===== src/rtl/fd_sched_pkg.sv =====
// Shared constants for the face-detection frame scheduler: FSM encoding,
// output-memory geometry and default counter widths.
package fd_sched_pkg;

    typedef logic [1:0] sched_state_t;

    localparam sched_state_t ST_IDLE = 2'd0;
    localparam sched_state_t ST_MV   = 2'd1;
    localparam sched_state_t ST_CLS  = 2'd2;
    localparam sched_state_t ST_DONE = 2'd3;

    // Output memory is one 80x60 bank per frame, two banks ping-ponged.
    localparam int          OM_ADDR_W    = 13;
    localparam logic [12:0] FRAME_PIXELS = 13'd4800;

    localparam int          DEF_TO_W        = 20;
    localparam int          DEF_FCNT_W      = 16;
    localparam int          DEF_DCNT_W      = 8;
    localparam logic [19:0] DEF_TIMEOUT_CYC = 20'd1000000;

endpackage


===== src/rtl/fd_watchdog.sv =====
// Per-stage cycle counter: cleared on stage entry, counts while enabled and
// flags the cycle in which the count sits at TIMEOUT_CYC-1.
module fd_watchdog #(
    parameter int                TO_W        = 20,
    parameter logic [TO_W-1:0]   TIMEOUT_CYC = 20'd1000000
) (
    input  logic iClk,
    input  logic iReset_n,
    input  logic clear,
    input  logic enable,
    output logic terminal
);

    localparam logic [TO_W-1:0] TERM_CNT = TIMEOUT_CYC - 1'b1;

    logic [TO_W-1:0] cnt;

    // NOTE: sequential state is written with non-blocking assignments only, so
    // every always_ff sees the pre-edge value of every other register.
    always_ff @(posedge iClk) begin
        if (!iReset_n) begin
            cnt <= '0;
        end else if (clear) begin
            cnt <= '0;
        end else if (enable && cnt != TERM_CNT) begin
            cnt <= cnt + 1'b1;
        end
    end

    assign terminal = enable && (cnt == TERM_CNT);

endmodule


===== src/rtl/fd_frame_sched.sv =====
// Frame scheduler: owns the OM ping-pong banks, launches the window controller
// and classifier, buffers one pending frame and aborts stalled stages.
module fd_frame_sched
    import fd_sched_pkg::*;
#(
    parameter int              TO_W        = DEF_TO_W,
    parameter logic [TO_W-1:0] TIMEOUT_CYC = 20'd1000000,
    parameter int              FCNT_W      = DEF_FCNT_W,
    parameter int              DCNT_W      = DEF_DCNT_W
) (
    input  logic              iClk,
    input  logic              iReset_n,
    input  logic              iEnable,
    input  logic              iFrame_start,
    input  logic              iFrame_done,
    input  logic              iMV_ready,
    input  logic              iCls_done,
    input  logic              iClr_err,
    output logic              oRun_MV,
    output logic              oRun_cls,
    output logic              oWr_bank,
    output logic              oRd_bank,
    output logic              oCap_allow,
    output logic              oBusy,
    output logic [1:0]        oState,
    output logic [FCNT_W-1:0] oFrame_cnt,
    output logic [DCNT_W-1:0] oDrop_cnt,
    output logic              oTimeout
);

    sched_state_t state;
    logic         pending;
    logic         launch;
    logic         mv_to_cls;
    logic         cls_finish;
    logic         wd_term;
    logic         timeout_hit;

    assign oCap_allow  = ~pending;
    assign launch      = (state == ST_IDLE) && iEnable
                         && (pending || (iFrame_done && oCap_allow));
    assign mv_to_cls   = (state == ST_MV) && iMV_ready;
    assign cls_finish  = (state == ST_CLS) && iCls_done;
    // The awaited pulse beats the watchdog when both land in the terminal cycle.
    assign timeout_hit = wd_term && !mv_to_cls && !cls_finish;

    fd_watchdog #(
        .TO_W        (TO_W),
        .TIMEOUT_CYC (TIMEOUT_CYC)
    ) u_watchdog (
        .iClk     (iClk),
        .iReset_n (iReset_n),
        .clear    (launch || mv_to_cls),
        .enable   ((state == ST_MV) || (state == ST_CLS)),
        .terminal (wd_term)
    );

    always_ff @(posedge iClk) begin
        if (!iReset_n) begin
            state      <= ST_IDLE;
            oWr_bank   <= 1'b0;
            oRd_bank   <= 1'b1;
            oRun_MV    <= 1'b0;
            oRun_cls   <= 1'b0;
            oFrame_cnt <= '0;
        end else begin
            oRun_MV  <= launch;
            oRun_cls <= mv_to_cls;
            case (state)
                ST_IDLE: begin
                    if (launch) begin
                        oRd_bank <= oWr_bank;
                        oWr_bank <= ~oWr_bank;
                        state    <= ST_MV;
                    end
                end
                ST_MV: begin
                    if (iMV_ready)    state <= ST_CLS;
                    else if (wd_term) state <= ST_IDLE;
                end
                ST_CLS: begin
                    if (iCls_done) begin
                        oFrame_cnt <= oFrame_cnt + 1'b1;
                        state      <= ST_DONE;
                    end else if (wd_term) begin
                        state <= ST_IDLE;
                    end
                end
                default: state <= ST_IDLE;
            endcase
        end
    end

    // Back-pressure: one frame may wait; starts arriving while it waits are dropped.
    always_ff @(posedge iClk) begin
        if (!iReset_n) begin
            pending   <= 1'b0;
            oDrop_cnt <= '0;
            oTimeout  <= 1'b0;
        end else begin
            if (launch)
                pending <= 1'b0;
            else if (iFrame_done && oCap_allow)
                pending <= 1'b1;

            if (iFrame_start && !oCap_allow && (oDrop_cnt != '1))
                oDrop_cnt <= oDrop_cnt + 1'b1;

            if (timeout_hit)
                oTimeout <= 1'b1;
            else if (iClr_err)
                oTimeout <= 1'b0;
        end
    end

    assign oBusy  = (state != ST_IDLE);
    assign oState = state;

endmodule


===== config.mk =====
export PLATFORM = sky130hd
export DESIGN_NAME = fd_frame_sched
export DESIGN_NICKNAME = d
export VERILOG_FILES = /design/src/rtl/fd_sched_pkg.sv /design/src/rtl/fd_watchdog.sv /design/src/rtl/fd_frame_sched.sv
export SDC_FILE = /design/constraint.sdc
export NUM_CORES = 1
export LEC_CHECK = 0
export CAP_MARGIN = 20
export CORE_MARGIN = 1.5
export CORE_UTILIZATION = 57
export DETAILED_ROUTE_END_ITERATION = 6
export HOLD_SLACK_MARGIN = 0.02
export PLACE_DENSITY = 0.88
export SLEW_MARGIN = 25
export SYNTH_ARGS = -nofsm -noshare
export SYNTH_HDL_FRONTEND = slang
export SYNTH_SLANG_ARGS = --single-unit

===== constraint.sdc =====
create_clock -name iClk -period 3.2 [get_ports iClk]
set_clock_uncertainty 0.15 [all_clocks]
set_input_delay 0.64 -clock iClk [delete_from_list [all_inputs] [get_ports iClk]]
set_output_delay 0.64 -clock iClk [all_outputs]
set_load 0.05 [all_outputs]

### Word level (Yosys, flattened, before mapping)

Index checks and enable logic that the tools add are counted.

| storage, ports and cells | value |
|---|---|
| register bits after elaboration | 52 |
| logic and storage cells | 52 |

| operators by class | value |
|---|---|
| $add $sub $neg | 3 |
| equality and inequality tests | 6 |
| multiplexer cells | 7 |
| bitwise gates (word level) | 3 |
| reduce and logical (&&, ||, !) cells | 23 |

Operators by type and width:

| cell | number |
|---|---|
| adder 20 x 1 -> 20 bit, second input constant | 1 |
| equality test 20 bit, second input constant | 1 |
| inequality test 20 bit, second input constant | 1 |
| adder 16 x 1 -> 16 bit, second input constant | 1 |
| logical AND 1 bit | 11 |
| adder 8 x 1 -> 8 bit, second input constant | 1 |
| 2-to-1 mux 2 bit | 4 |
| inequality test 8 bit, second input constant | 1 |
| case mux 2 bit (3 select lines) | 1 |
| AND reduction 2 bit | 2 |
| nonzero test 2 bit | 2 |
| OR reduction 2 bit | 2 |
| logical OR 1 bit | 3 |
| NOT 1 bit | 3 |
| equality test 2 x 1 -> 1 bit, second input constant | 1 |
| equality test 2 bit, second input constant | 1 |
| zero test 1 bit | 2 |
| zero test 2 bit | 1 |
| 2-to-1 mux 1 bit | 2 |
| inequality test 2 bit, second input constant | 1 |

### Depth between registers and ports, before layout

Gate-level depths: netlist (run 1).

| logic depth | value |
|---|---|
| depth after elaboration | 6 |
| mapped depth | 8 |

### Cells and area by module

From an unflattened synthesis (run 1), not the netlist that was laid out.

| second synthesis, totals | value |
|---|---|
| cell total of the unflattened synthesis | 292 |
| area, all modules | 2,522.4 µm² |

By module, submodules not included:

| module | times used | cells an instance | area each (µm²) |
|---|---|---|---|
| fd_frame_sched | 1 | 169 | 1,467.7 |
| fd_watchdog | 1 | 123 | 1,054.8 |

### Worst setup path after synthesis (run 1)

Ideal clock, no wire load.

| path | value |
|---|---|
| path type | flip-flop to flip-flop |
| start point | register state[0] (netlist: oState[0]) |
| end point | register u_watchdog.cnt[12] |
| setup time | 128 ps |
| data arrival time | 2,103 ps |
| required time | 2,922 ps |
| slack | 819 ps |
| stages on the path, launching flop included | 9 |
| path buffers | 1 |
| clock period less this slack | 2,381 ps |
| cells stage by stage | dfxtp_1 > inv_1 > ha_1 > buf_2 > nand2_1 > nor3_1 > nand4_1 > xor2_1 > nor2_1 |

| between the ends | value |
|---|---|
| longest elaborated chain between the ends | 5 |
| elaborated cells between the ends (all ways) | 10 |

RTL lines:

| item | RTL line | text |
|---|---|---|
| from (decl) | fd_frame_sched.sv:31 | `sched_state_t state;` |
| from (signal assigned) | fd_frame_sched.sv:60 | `state <= ST_IDLE;` |
| from (signal assigned) | fd_frame_sched.sv:74 | `state <= ST_MV;` |
| from (signal assigned) | fd_frame_sched.sv:78 | `if (iMV_ready) state <= ST_CLS;` |
| zero test 2 bit | fd_frame_sched.sv:40 | `assign launch = (state == ST_IDLE) && iEnable` |
| logical AND 1 bit | fd_frame_sched.sv:40 |  |
| logical AND 1 bit | fd_frame_sched.sv:41 | `&& (pending \|\| (iFrame_done && oCap_allow));` |
| logical OR 1 bit | fd_frame_sched.sv:53 | `.clear (launch \|\| mv_to_cls),` |
| OR reduction 2 bit (no line) | - |  |
| to (signal assigned) | fd_watchdog.sv:26 | `cnt <= cnt + 1'b1;` |
| to (decl) | fd_watchdog.sv:16 | `logic [TO_W-1:0] cnt;` |

Parallel ways exist; a longest one is shown, timed or not.
A chain may end at the register's enable or synchronous reset.

### Worst setup path after layout (run 1)

| path | value |
|---|---|
| start point | register state[0] (netlist: oState[0]) |
| end point | output port oBusy |

| between the ends | value |
|---|---|
| longest elaborated chain between the ends | 1 |

RTL lines:

| item | RTL line | text |
|---|---|---|
| nonzero test 2 bit | fd_frame_sched.sv:116 | `assign oBusy = (state != ST_IDLE);` |
| to (decl) | fd_frame_sched.sv:24 | `output logic oBusy,` |

No other way between the ends.

==> metrics, run 1 <==
outcome complete, no violations; placed cell area 2940 sq um; Post-synth EDFFs 0; share of post-route cells with drive strength above 1 7.25%; post-synth top area cell dfxtp_1; via count 2114; top post-synthesis cells by area dfxtp_1 (42%), xor2_1 (8.1%), nor2_1 (6.9%); setup fix buffers added after clock tree synthesis 0; register area share after synthesis 41.8%; Worst VDD drop 0.280 mV; die height 69.1 um; Yosys top cell area share 41.8%; worst min-delay path class flip-flop to flip-flop; PwrDens 540 nW/um^2; Placer Congestion 0.858; number of port buffers 40; Hold Crit Depth 2; Clk Latency, worst-skew pair 0.31 ns; clock-pin slew on the worst setup and hold paths 0.09 ns; most common cell after layout, fill and taps aside dfxtp_1; Core Util, Final 74.6%; Initial Utilization 60.9%; Via-to-Cell Ratio 5.55; final setup violation count 0; Routed Wire Length 4910 um; #FFs+latches synth 52; Reg2Reg Depth 7; Avg WL per Cell 12.9 um; Slew headroom 59.1%; Setup crit start kind flip-flop; Resize count post-CTS 0; measured slew at the worst slew-check pin 0.609 ns; Crit path arrival time 1.99 ns; TNS Setup 0 ns; Sink Count 52; CTS Hold Buffers Added 0; die area 4770 sq um; unrepaired setup endpoints after global routing false; CTS tree built; Synth Net Count 303; Finished Cell Area 3050 sq um; synth-to-layout area growth 22.4%; Synth Area per Inst 8.65 sq um; most frequent cells in the layout dfxtp_1 (52), nor2_1 (46), clkdlybuf4s50_1 (40); DRT iter0 DRCs 70; P_leak 1.08 nW; Top Ports 41; maximum clock rate 0.359 GHz; post-route insts no fill 381; FP Rows 23; MaxCap Viol Count 0; initial antenna violation count 0; fill count 298; first-pass GRT wire length 8650 um; Total Power 1.65 mW; Worst EP required 2.41 ns; Top FF cell, synth dfxtp_1; Synth Warn # 0; Post-synth ARST share 0%; antenna viol nets, final 0; vias in the first global route 2000; WS Path Type flip-flop to primary output; Inst Count DP 373; CTS Buffer Depth 2; DR DRC count 0; Remaining Overflow, GRT 0; cells after synthesis 288; nets 345; Die X 69.1 um; synthesized area 2490 sq um; htree depth 2; crit end category primary output; root buf cell clkbuf_8; drt first pass iters 4; HPWL Detailed 3640 um; Inserted Diodes 0; Period minus WS final 2.78 ns; Final Hold Vio Count 0; CP Max Fanout 7; Final Max Slew Viols 0; GRT Total Usage 21.9%; Final Cycle Share 87.0%; pin count of the biggest net entering global routing 22; Num CTS Buffers 5; Synth cell types 49; core footprint 4090 sq um
## cells in the mapped netlist, types with 2 or more instances
cell type,n
dfxtp_1,52
nor2_1,46
nand2_1,31
xor2_1,23
a21oi_1,12
nand4_1,12
o21ai_0,12
inv_1,10
and3_1,8
nand3_1,8
ha_1,7
xnor2_1,6
clkbuf_1,4
nor3_1,4
o211ai_1,4
and2_1,3
and4_1,3
nor4_2,3
or4_1,3
a211oi_1,2
a32o_1,2
nand2b_1,2
nor3b_1,2
nor4_1,2
o31ai_1,2
or3_1,2
## registers in the layout, indices dropped and copies added, names as in the netlist, 2 cells and up
| signal | count |
|---|---|
| oState | 2 |
| u_watchdog.cnt | 20 |
| oDrop_cnt | 8 |
| oFrame_cnt | 16 |
## where the power goes
part           total (mW)  switching [mW]  internal [mW]
Clock               0.443           0.211          0.231
Combinational       0.478           0.316          0.162
Sequential          0.725          0.0426          0.682
## worst max-delay path: stages (launching register included)
cell             delay [ns]
dfxtp_1                0.42
inv_1                  0.10
ha_1                   0.29
inv_1                  0.08
clkdlybuf4s50_1        0.79
## worst paths after layout
path	start	to	slack (ns)
max	oState[0]	oBusy	0.42
min	u_watchdog.cnt[17]	u_watchdog.cnt[17]	0.36
max reg2reg	oState[0]	u_watchdog.cnt[12]	0.76
min reg2reg	u_watchdog.cnt[17]	u_watchdog.cnt[17]	0.36
## metrics by stage
stage / setup slack (ns) / hold slack (ns)
floorplan: 0.819 / 0.311
global placement: 0.747 / 0.333
detailed placement: 0.701 / 0.340
CTS: 0.411 / 0.357
global route: 0.303 / 0.366
finish: 0.416 / 0.359
## kinds of logic after synthesis
kind of cell | count (synthesis) | share of synthesized area [%]
mux | 1 | 0.402
xor+xnor | 29 | 10.2
compound gates | 42 | 11.3
buf+inv | 17 | 2.61
fa+ha+maj | 7 | 3.52
simple gates | 140 | 30.2
flops | 52 | 41.8
## metal layers
layer | part of all wire [%] | GRT usage, % | up-vias
li1 | - | - | 1092
met1 | 45 | 25.1 | 976
met2 | 49 | 39.3 | 36
met3 | 3.4 | 4.97 | 10
met4 | 1.8 | 8.50 | 0
met5 | 0 | 0 | -
## area by class of cell
cell class / count / area (sq um) / area share, %
clock buffers: 5 / 68.8 / 2.26
clock inverters: 3 / 42.5 / 1.40
multi-input cells: 219 / 1380 / 45.4
repair buffers: 41 / 408 / 13.4
well taps: 50 / 62.6 / 2.05
inverters: 11 / 41.3 / 1.35
flip-flops and latches: 52 / 1040 / 34.2
No activity file was read; power rests on OpenSTA's default activity.
==> run 2, diff against run 1 <==
PLACE_DENSITY = 0.93   (was 0.88)
==> metrics, run 2 (synthesis results as in run 1) <==
reg2reg setup slack 0.83 ns (+0.07 ns); vias in the first global route 2017 (+0.85%); Total Power 1.64 mW (about the same); crit-path cells inv_1 > ha_1 > inv_1 > clkdlybuf4s50_1; Final Max Slew Viols 0 (unchanged); root buf cell clkbuf_8; DRT iter0 DRCs 130 (+86%); htree depth 2 (unchanged); nets 345 (unchanged); Top Registers u_watchdog.cnt (20), oFrame_cnt (16), oDrop_cnt (8); DR DRC count 0 (unchanged); share of post-route cells with drive strength above 1 7.25% (unchanged); unrepaired setup endpoints after global routing false; CP Max Fanout 7 (unchanged); HPWL Detailed 3830 um (+5.3%); Routed Wire Length 5190 um (+5.8%); via count 2155 (+1.9%); Clk Latency, worst-skew pair 0.30 ns (about the same); Worst EP required 2.41 ns (about the same); Die X 69.1 um (unchanged); worst min-delay path class flip-flop to flip-flop; Inserted Diodes 0 (unchanged); Avg WL per Cell 13.6 um (+5.8%); final setup violation count 0 (unchanged); Sink Count 52 (unchanged); Initial Utilization 60.9% (unchanged); maximum clock rate 0.354 GHz (-1.4%); largest reg by FF count u_watchdog.cnt; Top Ports 41 (unchanged); worst stage delay on the critical path 0.80 ns (about the same); crit end category primary output; Period minus WS final 2.82 ns (+0.0405 ns); Final Cycle Share 88.3% (+1.3 points); antenna viol nets, final 0 (unchanged); CTS Buffer Depth 2 (unchanged); WS Path Type flip-flop to primary output; max FFs per register 20 (unchanged); MaxCap Viol Count 0 (unchanged); die height 69.1 um (unchanged); Hold EP u_watchdog.cnt[15]; pin count of the biggest net entering global routing 18 (-18%); Final Hold Vio Count 0 (unchanged); Worst VDD drop 0.366 mV (+31%); TNS Setup 0 ns (unchanged); CTS Hold Buffers Added 0 (unchanged); Crit path max-delay family buffers and inverters; FP Rows 23 (unchanged); synth-to-layout area growth 22.4% (unchanged); CTS tree built; setup fix buffers added after clock tree synthesis 0 (unchanged); Hold Crit Depth 2 (unchanged); Slew headroom 62.8% (+3.7 points); WP buf/inv 3 (unchanged); most common cell after layout, fill and taps aside dfxtp_1; GRT Total Usage 22.5% (+0.63 points); Crit Reg-Reg Endpoint u_watchdog.cnt[18]; slowest CP cell clkdlybuf4s50_1; Setup crit start kind flip-flop; number of port buffers 40 (unchanged); Num CTS Buffers 5 (unchanged); most frequent cells in the layout dfxtp_1 (52), nor2_1 (46), clkdlybuf4s50_1 (40); measured slew at the worst slew-check pin 0.554 ns (-0.0552 ns); PwrDens 539 nW/um^2 (about the same); Core Util, Final 74.6% (unchanged); reg-to-reg startpoint oState[0]; P_leak 1.08 nW (unchanged); die area 4770 sq um (unchanged); initial antenna violation count 0 (unchanged); Crit path arrival time 2.03 ns (+0.04 ns); hold path start u_watchdog.cnt[15]; Resize count post-CTS 0 (unchanged); Remaining Overflow, GRT 0 (unchanged); Via-to-Cell Ratio 5.66 (+1.9%); first-pass GRT wire length 8970 um (+3.7%); CP most frequent cell inv_1; drt first pass iters 4 (unchanged); Placer Congestion 0.865 (+0.85%); clock-pin slew on the worst setup and hold paths 0.09 ns (about the same); outcome complete, no violations; core footprint 4090 sq um (unchanged); Reg2Reg Depth 7 (unchanged)
-- run 2: cell counts in the layout (fill, tap and decap cells not counted) --
Identical to the previous run, type by type.
-- run 2: area by class of cell --
cell class | count | area, sq um
Multi-Input combinational cell | 219 | 1380
Sequential cell | 52 | 1040
Fill cell | 300 | 1040
Timing Repair Buffer | 41 | 408
Clock buffer | 5 | 68.8
Tap cell | 50 | 62.6
Clock inverter | 3 | 42.5
Inverter | 11 | 41.3
-- run 2: worst register-to-register path: cells and delay by family, from the launching register on --
family          cells  cell delay [ns]
simple gates        4             1.05
fa+ha+maj           1             0.49
flops               1             0.42
buf+inv             1             0.10
compound gates      1             0.10
-- run 2: stage by stage --
step / hold slack (ns) / worst slack (ns) / instances / instance area, sq um
final: 0.348 / 0.375 / 381 / 3050
after global routing: 0.393 / 0.269 / 381 / 3050
after CTS: 0.353 / 0.360 / 381 / 3050
after detailed placement: 0.340 / 0.640 / 373 / 2940
after global placement: 0.324 / 0.723 / 373 / 2940
after floorplan: 0.311 / 0.819 / 288 / 2490
-- run 2: report_power, final --
part	total, mW	internal (mW)	switching, mW
sequential	0.724	0.682	0.0421
combinational	0.483	0.162	0.322
clock	0.437	0.231	0.205
-- run 2: worst max path at each step --
stage | start | end | slack [ns] | depth (start not counted)
floorplan | oState[0] | u_watchdog.cnt[12] | 0.82 | 8
global placement | iReset_n | oState[1] | 0.72 | 5
finish | oState[0] | oBusy | 0.38 | 4
detailed placement | iReset_n | oState[1] | 0.64 | 5
global route | oState[0] | oBusy | 0.27 | 4
CTS | oState[0] | oBusy | 0.36 | 4
-- run 2: metal layers --
metal / share of wire (%) / vias up / GRT usage (%)
li1: - / 1089 / -
met1: 45 / 1000 / 28.0
met2: 49 / 56 / 37.5
met3: 4.6 / 10 / 5.99
met4: 1.5 / 0 / 8.28
met5: 0 / - / 0
==> run 3, diff against run 2 <==
CORE_MARGIN = 2   (was 1.5)
==> metrics, run 3 (synthesis results as in run 1) <==
outcome complete, no violations; PwrDens 525 nW/um^2 (-2.7%); initial antenna violation count 0 (unchanged); Worst EP required 2.41 ns (about the same); via count 2209 (+2.5%); Routed Wire Length 5350 um (+3.1%); Inserted Diodes 0 (unchanged); CTS Buffer Depth 2 (unchanged); drt first pass iters 4 (unchanged); Setup crit start kind flip-flop; first-pass GRT wire length 9350 um (+4.2%); Resize count post-CTS 0 (unchanged); Die X 70.1 um (+1.4%); largest reg by FF count u_watchdog.cnt; MaxCap Viol Count 0 (unchanged); Initial Utilization 58.0% (-2.9 points); worst min-delay path class flip-flop to flip-flop; Final Cycle Share 87.8% (-0.43 points); die height 70.1 um (+1.4%); TNS Setup 0 ns (unchanged); Final Hold Vio Count 0 (unchanged); Top Ports 41 (unchanged); maximum clock rate 0.356 GHz (+0.49%); share of post-route cells with drive strength above 1 6.95% (-0.30 points); pin count of the biggest net entering global routing 22 (+4); CTS Hold Buffers Added 0 (unchanged); DR DRC count 0 (unchanged); vias in the first global route 2120 (+5.1%); HPWL Detailed 4040 um (+5.5%); clock-pin slew on the worst setup and hold paths 0.09 ns (about the same); unrepaired setup endpoints after global routing false; Final Max Slew Viols 0 (unchanged); P_leak 1.07 nW (-0.89%); crit end category primary output; measured slew at the worst slew-check pin 0.565 ns (+0.0112 ns); die area 4910 sq um (+2.9%); FP Rows 24 (+4.3%); setup fix buffers added after clock tree synthesis 0 (unchanged); DRT iter0 DRCs 96 (-26%); Remaining Overflow, GRT 0 (unchanged); most frequent cells in the layout dfxtp_1 (52), nor2_1 (46), clkdlybuf4s50_1 (40); nets 345 (unchanged); Num CTS Buffers 5 (unchanged); final setup violation count 0 (unchanged); Avg WL per Cell 14.0 um (+2.5%); placed cell area 2940 sq um (about the same); Via-to-Cell Ratio 5.77 (+2.0%); number of port buffers 40 (unchanged); Slew headroom 62.0% (-0.75 points); Finished Cell Area 3030 sq um (-0.49%); WS Path Type flip-flop to primary output; htree depth 2 (unchanged); Crit path arrival time 2.02 ns (about the same); max FFs per register 20 (unchanged); Clk Latency, worst-skew pair 0.29 ns (about the same); core footprint 4290 sq um (+5.1%); GRT Total Usage 23.3% (+0.73 points); CP Max Fanout 7 (unchanged); synth-to-layout area growth 21.8%; root buf cell clkbuf_8; Placer Congestion 0.936 (+8.2%); most common cell after layout, fill and taps aside dfxtp_1; antenna viol nets, final 0 (unchanged); Top Registers u_watchdog.cnt (20), oFrame_cnt (16), oDrop_cnt (8); CTS tree built; Worst VDD drop 0.301 mV (-18%); Sink Count 52 (unchanged); Period minus WS final 2.81 ns (-0.0139 ns)
[run 3: changes by cell type in the layout (fill, tap and decap cells not counted), sizes merged]
cell    previous run  this run
clkinv             2         1
bufinv             1         0
clkbuf             5         7
[run 3: cell type report]
type / count / area (sq um)
clock buffers: 7 / 86.3
repair buffers: 41 / 408
flip-flops and latches: 52 / 1040
fillers: 332 / 1260
clock inverters: 1 / 7.51
inverters: 11 / 41.3
multi-input cells: 219 / 1380
well taps: 52 / 65.1
[run 3: per-layer routing]
| layer | up-vias | track usage, % | share of wire (%) |
|---|---|---|---|
| li1 | 1089 | - | - |
| met1 | 1036 | 28.9 | 43 |
| met2 | 72 | 39.3 | 50 |
| met3 | 12 | 5.19 | 4.5 |
| met4 | 0 | 8.97 | 2.7 |
| met5 | - | 0 | 0 |
[run 3: power by group]
group,total (mW),switching [mW],leakage [nW],internal [mW]
combinational,0.486,0.324,0.609,0.162
sequential,0.726,0.0443,0.420,0.682
clock,0.379,0.203,0.0445,0.176
[run 3: stage by stage]
step | hold WS [ns] | utilization [%] | worst slack (ns) | power [mW] | cells
finish | 0.352 | 70.6 | 0.389 | 1.59 | 383
global route | 0.390 | 70.6 | 0.304 | 1.67 | 383
CTS | 0.354 | 70.6 | 0.395 | 1.60 | 383
detailed placement | 0.344 | 68.4 | 0.702 | 1.22 | 375
global placement | 0.324 | 68.4 | 0.755 | 1.20 | 375
floorplan | 0.311 | - | 0.819 | 1.08 | 288
[run 3: path summary, 6_finish.rpt]
check | slack (ns) | from | cells past startpoint | end
hold reg to reg | 0.35 | u_watchdog.cnt[15] | 2 | u_watchdog.cnt[15]
setup / recovery | 0.39 | oState[0] | 4 | oBusy
setup reg to reg | 0.80 | oState[0] | 7 | u_watchdog.cnt[18]
hold / removal | 0.35 | u_watchdog.cnt[15] | 2 | u_watchdog.cnt[15]
[run 3: critical path: stages (launching register included)]
cell	delay (ns)
dfxtp_1	0.43
inv_1	0.11
ha_1	0.31
inv_1	0.09
clkdlybuf4s50_1	0.80
